## src/rtl/lsu_pkg.sv

```systemverilog
// Shared types for the load/store unit: access sizes, fault codes, FSM states.
package lsu_pkg;

   localparam int DATA_W = 32;

   typedef enum logic [1:0] {
      SZ_B = 2'b00,
      SZ_H = 2'b01,
      SZ_W = 2'b10
   } size_e;

   typedef enum logic [1:0] {
      F_NONE     = 2'b00,
      F_MISALIGN = 2'b01,
      F_RANGE    = 2'b10,
      F_SIZE     = 2'b11
   } fault_e;

   typedef enum logic [2:0] {
      IDLE,
      LOAD,
      RMW_RD,
      WRITE,
      RESP
   } state_e;

   // Big-endian: byte offset k sits at bits [31-8k -: 8], i.e. shifted left by 8*(3-k).
   function automatic logic [4:0] byte_shift(input logic [1:0] off);
      return {~off, 3'b000};
   endfunction

endpackage

```

## src/rtl/lsu_lane_align.sv

```systemverilog
// Lane steering between a memory word and sub-word request data (big-endian lanes).
module lsu_lane_align
   import lsu_pkg::*;
(
   input  logic [1:0]        size,
   input  logic [1:0]        off,
   input  logic              is_unsigned,
   input  logic [DATA_W-1:0] word_in,
   input  logic [15:0]       wdata,
   output logic [DATA_W-1:0] ld_data,
   output logic [DATA_W-1:0] st_data
);

   logic [7:0]        lane_b;
   logic [15:0]       lane_h;
   logic [DATA_W-1:0] mask;
   logic [DATA_W-1:0] ins;

   // Extract/extend the addressed lane for loads and build the merged word for stores.
   always_comb begin
      lane_b  = 8'(word_in >> byte_shift(off));
      lane_h  = off[1] ? word_in[15:0] : word_in[31:16];
      ld_data = word_in;
      mask    = '0;
      ins     = '0;
      case (size)
         SZ_B: begin
            ld_data = {{24{lane_b[7] & ~is_unsigned}}, lane_b};
            mask    = 32'h0000_00FF << byte_shift(off);
            ins     = {24'h0, wdata[7:0]} << byte_shift(off);
         end
         SZ_H: begin
            ld_data = {{16{lane_h[15] & ~is_unsigned}}, lane_h};
            mask    = off[1] ? 32'h0000_FFFF : 32'hFFFF_0000;
            ins     = off[1] ? {16'h0, wdata} : {wdata, 16'h0};
         end
         default: ;
      endcase
      st_data = (word_in & ~mask) | ins;
   end

endmodule

```

## src/rtl/lsu_ctrl.sv

```systemverilog
// Load/store sequencer in front of data_mem: fault screening, loads, word stores
// and read-modify-write for sub-word stores (data_mem has no byte enables).
//
// state  | meaning
// IDLE   | waiting for a request, req_ready high
// LOAD   | mem_read on aligned address, result extracted at end of cycle
// RMW_RD | mem_read of the word that a sub-word store will patch
// WRITE  | mem_write of the full or merged word
// RESP   | response held until resp_ready
module lsu_ctrl
   import lsu_pkg::*;
#(
   parameter int MEM_BYTES = 16384,
   parameter int ADDR_W    = 32
) (
   input  logic              clk,
   input  logic              rst,
   input  logic              req_valid,
   output logic              req_ready,
   input  logic              req_we,
   input  logic [1:0]        req_size,
   input  logic              req_unsigned,
   input  logic [ADDR_W-1:0] req_addr,
   input  logic [31:0]       req_wdata,
   output logic              resp_valid,
   input  logic              resp_ready,
   output logic [31:0]       resp_rdata,
   output logic [1:0]        resp_fault,
   output logic [31:0]       mem_address,
   output logic [31:0]       mem_write_data,
   output logic              mem_write,
   output logic              mem_read,
   input  logic [31:0]       mem_read_data
);

   state_e            state_q, state_d;
   logic [1:0]        size_q, size_d;
   logic              uns_q, uns_d;
   logic [1:0]        off_q, off_d;
   logic [15:0]       wdata_q, wdata_d;
   logic              resp_valid_q, resp_valid_d;
   logic [31:0]       rdata_q, rdata_d;
   logic [1:0]        fault_q, fault_d;
   logic              mem_read_q, mem_read_d;
   logic              mem_write_q, mem_write_d;
   logic [31:0]       mem_address_q, mem_address_d;
   logic [31:0]       mem_wdata_q, mem_wdata_d;

   logic              accept;
   logic [ADDR_W-1:0] req_aligned;
   fault_e            req_fault;
   logic [31:0]       ld_data;
   logic [31:0]       st_data;

   lsu_lane_align u_lane (
      .size        (size_q),
      .off         (off_q),
      .is_unsigned (uns_q),
      .word_in     (mem_read_data),
      .wdata       (wdata_q),
      .ld_data     (ld_data),
      .st_data     (st_data)
   );

   // Reset also blanks the memory strobes combinationally so nothing commits on a reset edge.
   assign req_ready      = (state_q == IDLE) & ~rst;
   assign accept         = req_valid & req_ready;
   assign resp_valid     = resp_valid_q;
   assign resp_rdata     = rdata_q;
   assign resp_fault     = fault_q;
   assign mem_read       = mem_read_q & ~rst;
   assign mem_write      = mem_write_q & ~rst;
   assign mem_address    = rst ? '0 : mem_address_q;
   assign mem_write_data = rst ? '0 : mem_wdata_q;

   // Fault screening of the incoming request, size first, then alignment, then range.
   always_comb begin
      req_aligned = {req_addr[ADDR_W-1:2], 2'b00};
      req_fault   = F_NONE;
      if (req_size == 2'b11) begin
         req_fault = F_SIZE;
      end else if ((req_size == SZ_H && req_addr[0]) ||
                   (req_size == SZ_W && req_addr[1:0] != 2'b00)) begin
         req_fault = F_MISALIGN;
      end else if (req_aligned >= ADDR_W'(MEM_BYTES)) begin
         req_fault = F_RANGE;
      end
   end

   // Next-state and next-output computation for the sequencer.
   always_comb begin
      state_d       = state_q;
      size_d        = size_q;
      uns_d         = uns_q;
      off_d         = off_q;
      wdata_d       = wdata_q;
      resp_valid_d  = resp_valid_q;
      rdata_d       = rdata_q;
      fault_d       = fault_q;
      mem_read_d    = mem_read_q;
      mem_write_d   = mem_write_q;
      mem_address_d = mem_address_q;
      mem_wdata_d   = mem_wdata_q;
      case (state_q)
         IDLE: begin
            if (accept) begin
               size_d  = req_size;
               uns_d   = req_unsigned;
               off_d   = req_addr[1:0];
               wdata_d = req_wdata[15:0];
               if (req_fault != F_NONE) begin
                  state_d      = RESP;
                  resp_valid_d = 1'b1;
                  fault_d      = req_fault;
                  rdata_d      = '0;
               end else begin
                  mem_address_d = 32'(req_aligned);
                  if (!req_we) begin
                     state_d    = LOAD;
                     mem_read_d = 1'b1;
                  end else if (req_size == SZ_W) begin
                     state_d     = WRITE;
                     mem_write_d = 1'b1;
                     mem_wdata_d = req_wdata;
                  end else begin
                     state_d    = RMW_RD;
                     mem_read_d = 1'b1;
                  end
               end
            end
         end
         LOAD: begin
            state_d       = RESP;
            rdata_d       = ld_data;
            fault_d       = F_NONE;
            resp_valid_d  = 1'b1;
            mem_read_d    = 1'b0;
            mem_address_d = '0;
         end
         RMW_RD: begin
            state_d     = WRITE;
            mem_read_d  = 1'b0;
            mem_write_d = 1'b1;
            mem_wdata_d = st_data;
         end
         WRITE: begin
            state_d       = RESP;
            mem_write_d   = 1'b0;
            mem_address_d = '0;
            mem_wdata_d   = '0;
            rdata_d       = '0;
            fault_d       = F_NONE;
            resp_valid_d  = 1'b1;
         end
         RESP: begin
            if (resp_ready) begin
               state_d      = IDLE;
               resp_valid_d = 1'b0;
            end
         end
         default: state_d = IDLE;
      endcase
   end

   // State and registered outputs; reset drops any transaction in flight.
   always_ff @(posedge clk) begin
      if (rst) begin
         state_q       <= IDLE;
         size_q        <= '0;
         uns_q         <= 1'b0;
         off_q         <= '0;
         wdata_q       <= '0;
         resp_valid_q  <= 1'b0;
         rdata_q       <= '0;
         fault_q       <= '0;
         mem_read_q    <= 1'b0;
         mem_write_q   <= 1'b0;
         mem_address_q <= '0;
         mem_wdata_q   <= '0;
      end else begin
         state_q       <= state_d;
         size_q        <= size_d;
         uns_q         <= uns_d;
         off_q         <= off_d;
         wdata_q       <= wdata_d;
         resp_valid_q  <= resp_valid_d;
         rdata_q       <= rdata_d;
         fault_q       <= fault_d;
         mem_read_q    <= mem_read_d;
         mem_write_q   <= mem_write_d;
         mem_address_q <= mem_address_d;
         mem_wdata_q   <= mem_wdata_d;
      end
   end

endmodule

```

## config.mk

```make
export PLATFORM = sky130hd
export DESIGN_NAME = lsu_ctrl
export DESIGN_NICKNAME = d
export VERILOG_FILES = /design/src/rtl/lsu_pkg.sv /design/src/rtl/lsu_lane_align.sv /design/src/rtl/lsu_ctrl.sv
export SDC_FILE = /design/constraint.sdc
export NUM_CORES = 1
export LEC_CHECK = 0
export ABC_AREA = 1
export CAP_MARGIN = 20
export CORE_MARGIN = 1
export CORE_UTILIZATION = 52
export DETAILED_ROUTE_END_ITERATION = 10
export PLACE_DENSITY = 0.86
export SETUP_SLACK_MARGIN = 0.2
export SYNTH_ARGS = -nofsm -noshare
export SYNTH_HDL_FRONTEND = slang
export SYNTH_SLANG_ARGS = --single-unit
```

## constraint.sdc

```tcl
create_clock -name clk -period 2.8 [get_ports clk]
set_input_delay 0.56 -clock clk [delete_from_list [all_inputs] [get_ports clk]]
set_output_delay 0.56 -clock clk [all_outputs]
set_load 0.005 [all_outputs]
```

==> Word-level counts from Yosys, hierarchy flattened <==
Cells that the tools add are included.
Widths: inputs -> output; s select.
{ "word_totals": {"register_bits": 125, "inputBits": 104, "out_inout_bits": 102, "wordCells": 110} }
{ "classes": {"order_cmp": 1, "eq_ne": 15, "n_shift": 3, "muxes": 45, "bitwise_logic": 12, "n_reduce_logical": 22} }
{ "ops": {"columns": ["cell", "count"], "rows": [
  ["$mux 32", 12],
  ["$pmux 32 s2", 4],
  ["$pmux 32 s3", 2],
  ["$and 32x32->32", 1],
  ["$ge 32x15->1 const B", 1],
  ["$not 32->32", 1],
  ["$or 32x32->32", 1],
  ["$shl 8x5->32", 1],
  ["$shl 8x5->32 const A", 1],
  ["$shr 32x5->8", 1],
  ["$mux 16", 1],
  ["$mux 1", 12],
  ["$mux 2", 6],
  ["$pmux 3 s4", 1],
  ["$mux 3", 3],
  ["$reduce_and 3->1", 3],
  ["$reduce_bool 3->1", 3],
  ["$ne 2x2->1 const B", 4],
  ["$reduce_and 4->1", 2],
  ["$reduce_bool 2->1", 4],
  ["$and 1x1->1", 6],
  ["$eq 3x2->1 const B", 2],
  ["$pmux 1 s3", 2],
  ["$reduce_and 5->1", 1],
  ["16 further kinds", 23]
]} }

==> Longest topological paths before layout <==
Gate-level depths: netlist of the first run.
{ "depth": {"word_depth": 9, "depth_mapped": 13, "depth_no_buf": 12} }

==> Hierarchy <==
From an unflattened synthesis of the first run, not the netlist that was laid out.
{ "hier_totals": {"cells_unflattened": 1203, "hier_area_um2": 7169.4} }
{ "by_module_without_submodules": {"columns": ["module", "n_inst", "cells_each", "area_per_inst_um2", "seq_area_each_um2"], "rows": [
  ["lsu_ctrl", 1, 880, 5701.7, 2462.4],
  ["lsu_lane_align", 1, 323, 1467.7, 0.0]
]} }

==> Worst setup path after synthesis of the first run <==
OpenSTA, ideal clock, no wires.
{ "synth_timing": {"path_kind": "input -> output", "startpoint": "input port rst", "endpoint": "output port mem_write_data[11]", "arrival_time_ps": 1386, "t_required_ps": 2240, "setup_slack_ps": 854, "cell_stages": 4, "n_path_buf": 3, "cell_sequence": "buf_2 > buf_1 > clkbuf_1 > nor2_1"} }
{ "synth_via": {"elab_chain_cells": 1} }
{ "synth_rtl": {"columns": ["item", "line", "source"], "rows": [
  ["from (decl)", "lsu_ctrl.sv:17", "input logic rst,"],
  ["$mux 32", "lsu_ctrl.sv:74", "assign mem_write_data = rst ? '0 : mem_wdata_q;"],
  ["to (decl)", "lsu_ctrl.sv:30", "output logic [31:0] mem_write_data,"]
]} }
Every way passes these cells.

==> Worst setup path in the final report of the first run <==
{ "layout_timing": {"startpoint": "register state_q[1]", "endpoint": "output port req_ready"} }
{ "layout_via": {"elab_chain_cells": 2} }
{ "layout_rtl": {"columns": ["item", "line", "source"], "rows": [
  ["from (decl)", "lsu_ctrl.sv:36", "state_e state_q, state_d;"],
  ["from (signal assigned)", "lsu_ctrl.sv:181", "state_q <= state_d;"],
  ["$logic_not 3->1", "lsu_ctrl.sv:66", "assign req_ready = (state_q == IDLE) & ~rst;"],
  ["$and 1x1->1", "lsu_ctrl.sv:66", null],
  ["to (decl)", "lsu_ctrl.sv:19", "output logic req_ready,"]
]} }
Every way passes these cells.

==> flow_summary.json, run 1 <==
{
  "status": "finished clean",
  "final_common_cell": "nand2_1",
  "wl_per_cell_um": 14.7,
  "holdPathStages": 2,
  "cp.depth": 4,
  "clk_pin_slew_worst_paths_ps": 50,
  "core_area_sq_um": 13300,
  "yosysSeqAreaShare_pct": 34.6,
  "cp-startpoint": "state_q[1]",
  "fmax_mhz": 434,
  "routed_wl_um": 22400,
  "antenna_found_initial": 0,
  "finalHoldViolations": 0,
  "grt_usage_pct": 32.1,
  "grt_max_degree": 94,
  "critPathTopFamily": "buffers and inverters",
  "r2r-start": "size_q[1]",
  "ir_drop_uv": 388,
  "required_ps": 2240,
  "place_congestion": 0.964,
  "p_per_area_nw_per_um2": 513,
  "worst-setup-path-type": "reg2out",
  "ioPinCount": 206,
  "fp.dieW_um": 119,
  "final_max_slew_viol_count": 0,
  "hold_class": "reg2reg",
  "dp.final_hpwl_um": 15900,
  "start_util_pct": 53.5,
  "tightest_slew_ps": 658,
  "final_cell_mix": "nand2_1 (243), nor2_1 (239), clkdlybuf4s50_1 (202)",
  "fin_nets": 1434,
  "hold_buffers": 0,
  "critPathBufInv": 1,
  "drc_errors": 0,
  "grt_pass1_vias": 7411,
  "synth-seq-cells": 123,
  "rsz0062_at_grt": "false",
  "drive_gt1_share_pct": 6.40,
  "whs_ps": 442,
  "cp_slowest_stage_delay_ps": 530,
  "grt-ovfl-total": 0,
  "maxCapViolCount": 0,
  "syn_inst": 1159,
  "drt-vias-per-instance": 5.43,
  "skew_ps": 8.21,
  "max-clock-path-buffers": 2,
  "worstPathMaxFanout": 7,
  "cts_tree": "done",
  "ys_types": 37,
  "startpoint_type": "register",
  "die_height_um": 119,
  "synth_area_leader_cell": "dfxtp_1",
  "finalSetupViolations": 0,
  "finalSetupTns_ps": 0,
  "cp_slowest_cell": "clkdlybuf4s50_1",
  "antennaDiodeCount": 0,
  "cts_root_buf": "clkbuf_16",
  "power.leakage_nw": 4.19,
  "finalCriticalPeriod_ps": 2300,
  "critPathArrivalTime_ps": 1740,
  "finalCritPeriodShare_pct": 82.2,
  "dr.pass1.iters": 6,
  "clock_sinks": 123,
  "syn_to_final_growth_pct": 38.2,
  "grt_pass1_wl_um": 36000,
  "yosysWarningCount": 0,
  "end_kind": "output port",
  "crit_chain": "nor2_4 -> nand2_4 -> nor2_4 -> clkdlybuf4s50_1",
  "antenna_left": 0,
  "floorplan.die_area_sq_um": 14100,
  "hp-start": "mem_address_q[24]",
  "drtIter0Drc": 978,
  "cts_setup_buffers": 0,
  "synth_area_sq_um": 7110,
  "r2r_cells": 7,
  "maxSlewHeadroom_pct": 56.1,
  "clk-insertion-delay-late_ps": 420,
  "syn_area_per_cell_sq_um": 6.14,
  "cts_made_buffers": 17,
  "vias": 8251,
  "cts_resized": 0,
  "htreeDepth": 4,
  "synth_top_area_share_pct": 34.6,
  "io_buffers": 203,
  "rows": 42,
  "crit_path_frequent_cell": "nor2_4",
  "yosys-top-cells-area": "dfxtp_1 (35%), nand2_1 (13%), nor2_1 (13%)"
}
[Yosys cell counts]
cell type	instances
nand2_1	244
nor2_1	239
nand3_1	157
inv_1	133
dfxtp_1	123
a21oi_1	76
clkbuf_1	27
o21ai_0	26
nor3_1	18
buf_2	14
buf_6	13
buf_4	12
inv_2	11
a31oi_1	8
o221ai_1	8
buf_1	6
a21boi_0	5
a21boi_1	5
nand2_2	5
nand3_2	4
nor2_2	3
nor2_4	3
a21oi_2	2
clkinv_1	2
nand2_4	2
o21ai_1	2
a21o_1	1
and2_1	1
conb_1	1
inv_4	1
nand2_8	1
nand3b_1	1
nand4_1	1
nor2_8	1
nor3_2	1
nor4_1	1
o211ai_1	1
[final cells by class]
class	instances	area, sq um
clock buffers	21	460
repair buffers	223	2240
well taps	176	220
multi-input cells	818	3670
inverters	147	554
clock inverters	11	215
flip-flops and latches	123	2460
fillers	1077	3470
[registers in the layout (all words and copies together), names as in the netlist]
name	flops
resp_rdata	32
off_q	2
state_q	3
mem_read_q	1
resp_fault	2
resp_valid	1
uns_q	1
mem_write_q	1
mem_wdata_q	32
size_q	2
mem_address_q	30
wdata_q	16
[report_power, final]
part / switching, mW / internal (mW)
clock: 0.796 / 1.71
combinational: 0.420 / 0.285
sequential: 0.0406 / 1.78
total: 1.26 / 3.78
[per-stage QoR]
step	setup slack (ps)	total power [mW]	util (%)	cells	cell area, sq um
4_1_cts	497	5.03	73.9	1519	9820
2_1_floorplan	854	2.26	-	1160	7110
5_1_grt	305	5.20	73.9	1519	9820
6_report	498	5.04	73.9	1519	9820
3_5_place_dp	452	2.54	68.8	1487	9150
3_3_place_gp	515	2.53	68.8	1487	9150
[worst paths after layout]
path / slack [ps] / end
max: 500 / req_ready
min: 440 / mem_address_q[24]
min reg2reg: 440 / mem_address_q[24]
max reg2reg: 510 / resp_rdata[4]
[kinds of logic after synthesis]
kind of cell           synth area share [%]
other                                0.0527
flip-flops                             34.6
AO/OA/AOI/OAI                          10.5
AND/OR/NAND/NOR                        40.9
buffers and inverters                  13.8
[worst reg2reg max path: cells and delay by family (launching register included)]
kind | cells | cell delay, ps
and+or+nand+nor | 5 | 1060
DFF | 1 | 740
AOI/OAI and AO/OA | 2 | 390
[routing by layer]
layer	vias to the layer above	GRT usage [%]	part of all wire [%]
met2	475	52.9	47
met1	3680	39.4	40
met5	-	0	0
met4	0	18.8	4.6
met3	105	5.36	8.9
li1	3991	-	-
Power figures use the tool's default switching activity.
==> run 2: changes to the inputs <==
- CORE_UTILIZATION: 52 -> 44
- PLACE_DENSITY: 0.86 -> 0.78
- clock period: 2.8 -> 2 ns (I/O delays scaled with it)
==> run 2 against run 1 <==
  * First-iteration DRC count shrank 30%
  * Global-route usage down 4.1 points
  * Via count is 0.59% lower
  * Clock-buffer cell count is 1 higher
==> flow_summary.json, run 2 (synthesis gave the netlist of run 1 again) <==
{
  "die_height_um": 129,
  "ioPinCount": 206,
  "design_area_sq_um": 10400,
  "grt_max_degree": 64,
  "rows": 46,
  "antenna_left": 0,
  "rsz0062_at_grt": "true",
  "dr.pass1.iters": 6,
  "seqPwrFrac_pct": 39.7,
  "status": "finished clean",
  "p_total_mw": 6.39,
  "fp.dieW_um": 129,
  "dp.final_hpwl_um": 17200,
  "max-clock-path-buffers": 2,
  "pwr-share-clk_pct": 42.4,
  "grt-ovfl-total": 0,
  "antennaDiodeCount": 0,
  "hold_class": "in2reg",
  "clock_sinks": 123,
  "required_ps": 1600,
  "ir_drop_uv": 614,
  "startpoint_type": "register",
  "start_util_pct": 44.9,
  "clk-insertion-delay-late_ps": 420,
  "cts_made_buffers": 17,
  "p_per_area_nw_per_um2": 617,
  "drc_errors": 0,
  "drt-vias-per-instance": 5.12,
  "whs_ps": 382,
  "syn_to_final_growth_pct": 45.7,
  "finalCritPeriodShare_pct": 87.7,
  "fmax_mhz": 570,
  "grt_pass1_wl_um": 36100,
  "final_util_pct": 65.4,
  "grt_pass1_vias": 7251,
  "finalHoldViolations": 0,
  "finalCriticalPeriod_ps": 1750,
  "htreeDepth": 4,
  "comb_power_share_pct": 17.9,
  "core_area_sq_um": 15800,
  "dp_slack_ps": -146,
  "skew_ps": 8.75,
  "worstPathMaxFanout": 2,
  "routed_wl_um": 24000,
  "finalSetupTns_ps": 0,
  "worst-setup-path-type": "reg2out",
  "fin_nets": 1480,
  "vias": 8202,
  "placed_area_sq_um": 9500,
  "end_kind": "output port",
  "placed_cells": 1561,
  "intPower_mw": 4.64,
  "power.leakage_nw": 5.24,
  "cts_tree": "done",
  "fin_ws_ps": 246,
  "finalSetupViolations": 0,
  "drtIter0Drc": 684,
  "maxCapViolCount": 0,
  "io_buffers": 203,
  "critPathArrivalTime_ps": 1350,
  "cts_root_buf": "clkbuf_16",
  "swShare_pct": 27.4,
  "antenna_found_initial": 0,
  "clk_pin_slew_worst_paths_ps": 50,
  "p_switching_mw": 1.75,
  "final_max_slew_viol_count": 0,
  "grt_usage_pct": 28.0,
  "floorplan.die_area_sq_um": 16700,
  "final_common_cell": "nand2_1",
  "wl_per_cell_um": 14.9,
  "drive_gt1_share_pct": 10.6,
  "final_cell_mix": "nand2_1 (241), nor2_1 (232), nand3_1 (156)",
  "final_cell_count_no_fill": 1603,
  "place_congestion": 0.935
}
run 2: cell count changes in the layout (fill, tap and decap cells not counted), sizes merged:
cell           delta
clkinvlp          +1
clkdlybuf4s50    -61
bufinv            -6
inv               -1
dlygate4sd2      +21
buf              +42
clkinv            +3
clkdlybuf4s15     +1
clkbuf            +5
dlymetal6s2s     +39
run 2: worst paths after layout:
path,start,to,slack [ps],cells after the start
max,mem_address_q[27],mem_address[27],250,3
min,rst,mem_address_q[5],380,4
max reg2reg,off_q[0],resp_rdata[6],290,9
min reg2reg,mem_address_q[29],mem_address_q[29],440,2
run 2: power groups by stage:
stage | clock network, mW | registers [mW] | logic, mW
floorplan | 0 | 2.58 | 0.593
global placement | 0 | 2.59 | 1.05
detailed placement | 0 | 2.59 | 1.05
CTS | 2.74 | 2.53 | 1.06
global route | 2.84 | 2.54 | 1.23
finish | 2.71 | 2.54 | 1.15
run 2: routing by layer:
metal | up-vias | track usage [%] | part of all wire, %
li1 | 4065 | - | -
met1 | 3688 | 34.9 | 42
met2 | 373 | 45.8 | 46
met3 | 76 | 5.62 | 7.7
met4 | 0 | 14.3 | 4.2
met5 | - | 0 | 0
run 2: critical path, cell delays in order (launching register included):
cell	delay, ps
dfxtp_1	310
inv_1	50
nor2_1	80
clkdlybuf4s50_1	500
run 2: repair_timing:
item | CTS | global route
hold buffers | 0 | 0
resized for setup | 31 | 66
pin swaps | 1 | 3
endpoints found under the setup margin | 35 | 139
setup buffers | 1 | 6
cloned | 0 | 5
run 2: layout make-up:
| class | instances | area (sq um) |
|---|---|---|
| clock inverters | 8 | 46.3 |
| repair buffers | 269 | 2800 |
| multi-input cells | 818 | 3730 |
| clock buffers | 22 | 474 |
| inverters | 147 | 564 |
| well taps | 216 | 270 |
| flip-flops and latches | 123 | 2470 |
| fillers | 1411 | 5470 |
==> run 3: changes to the inputs <==
- GPL_TIMING_DRIVEN: unset -> 0
==> run 3 against run 2 <==
  * Final cell count increased by 1.6%
  * Clock-buffer cell count decreased by 3
  * Wire length increased by 6.7%
  * Largest power group unchanged
==> flow_summary.json, run 3 (synthesis gave the netlist of run 1 again) <==
{
  "status": "finished clean",
  "final_util_pct": 66.4,
  "grt_max_degree": 17,
  "r2r_cells": 12,
  "maxCapViolCount": 0,
  "start_util_pct": 44.9,
  "rows": 46,
  "final_max_slew_viol_count": 0,
  "dp_slack_ps": -1440,
  "ir_drop_uv": 601,
  "drive_gt1_share_pct": 14.1,
  "ff_latch_area_sq_um": 2470,
  "place_congestion": 0.947,
  "final_cell_mix": "nand2_1 (237), nor2_1 (218), nand3_1 (155)",
  "clock_sinks": 123,
  "maxSlewHeadroom_pct": 53.9,
  "dr.pass1.iters": 6,
  "antenna_found_initial": 0,
  "finalHoldViolations": 0,
  "fin_ws_ps": 218,
  "final_cell_count_no_fill": 1628,
  "drt-vias-per-instance": 5.21,
  "routed_wl_um": 25600,
  "syn_to_final_growth_pct": 47.8,
  "whs_endpoint": "mem_address_q[31]",
  "hold_class": "reg2reg",
  "grt_pass1_vias": 7482,
  "antennaDiodeCount": 0,
  "drc_errors": 0,
  "whs_ps": 442,
  "pwr-share-clk_pct": 47.2,
  "required_ps": 1600,
  "fmax_mhz": 561,
  "die_height_um": 129,
  "end_kind": "output port",
  "p_per_area_nw_per_um2": 674,
  "rsz0062_at_grt": "true",
  "wl_per_cell_um": 15.7,
  "cts_made_buffers": 17,
  "io_buffers": 203,
  "intPower_mw": 5.15,
  "cts_root_buf": "clkbuf_16",
  "holdPathStages": 2,
  "ioPinCount": 206,
  "fillerInstances": 1419,
  "design_area_sq_um": 10500,
  "grt_usage_pct": 30.1,
  "max-clock-path-buffers": 2,
  "tightest_slew_ps": 691,
  "timing.reg2reg.setup_slack_ps": 260,
  "finalCritPeriodShare_pct": 89.1,
  "fin_nets": 1503,
  "seqPwrFrac_pct": 35.9,
  "multiInputGateArea_sq_um": 3830,
  "cts_tree": "done",
  "placed_area_sq_um": 9420,
  "antenna_left": 0,
  "p_total_mw": 7.08,
  "reg2reg_to": "mem_wdata_q[14]",
  "grt_pass1_wl_um": 38300,
  "dp.final_hpwl_um": 19100,
  "p_switching_mw": 1.93,
  "critPathArrivalTime_ps": 1380,
  "drtIter0Drc": 829,
  "floorplan.die_area_sq_um": 16700,
  "hp-start": "mem_address_q[31]",
  "worstPathMaxFanout": 10,
  "worst-setup-path-type": "in2out",
  "finalSetupTns_ps": 0,
  "power.leakage_nw": 4.81,
  "fp.dieW_um": 129,
  "skew_ps": 8.80,
  "clk-insertion-delay-late_ps": 420,
  "vias": 8487,
  "core_area_sq_um": 15800,
  "final_common_cell": "nand2_1",
  "hold_buffers": 0,
  "finalSetupViolations": 0,
  "grt-ovfl-total": 0,
  "r2r-start": "state_q[0]",
  "htreeDepth": 4,
  "swShare_pct": 27.2,
  "clk_pin_slew_worst_paths_ps": 60,
  "startpoint_type": "input port",
  "placed_cells": 1579,
  "comb_power_share_pct": 16.9,
  "finalCriticalPeriod_ps": 1780
}
==> run 3: power by group through the flow <==
stage | Clock, mW | Sequential [mW] | Combinational [mW]
after floorplan | 0 | 2.58 | 0.593
after global placement | 0 | 2.59 | 1.05
after detailed placement | 0 | 2.59 | 1.05
after CTS | 3.35 | 2.54 | 1.09
after global routing | 3.47 | 2.54 | 1.29
final | 3.34 | 2.54 | 1.20
==> run 3: critical path: stages <==
cell and delay, ps:
buf_4 160, buf_8 150, buf_6 140, clkbuf_16 160
nor2_1 110, dlygate4sd2_1 250
==> run 3: worst max path at each step <==
stage | start | end | slack (ps) | cells after the start
after floorplan | rst | mem_write_data[11] | 370 | 4
final | rst | mem_write_data[26] | 220 | 6
after global routing | req_size[1] | mem_address_q[12] | 130 | 10
after CTS | rst | mem_address[11] | 30 | 5
after global placement | rst | mem_write | -1450 | 6
after detailed placement | rst | mem_write | -1440 | 6
==> run 3: final cells by class <==
class                      instances  share of cell area, %
inverter                         147                   5.47
buffer                            72                   5.68
sequential                       123                   23.6
clock buffer                      19                   4.31
clock inverter                    13                   1.80
timing repair buffer             220                   20.1
multi-input combinational        818                   36.5
tap                              216                   2.57
==> run 3: per-layer routing <==
layer | vias to the layer above | track usage [%] | share of wire, %
met1 | 3822 | 37.2 | 40
met2 | 455 | 49.1 | 46
met4 | 0 | 16.1 | 4.1
met5 | - | 0 | 0
li1 | 4131 | - | -
met3 | 79 | 6.56 | 9.9
==> run 3: timing repair <==
item | CTS | global route
setup endpoints to repair | 159 | 135
cloned | 0 | 3
resized for setup | 130 | 138
pin swaps | 3 | 20
buffers inserted | 1 | 13
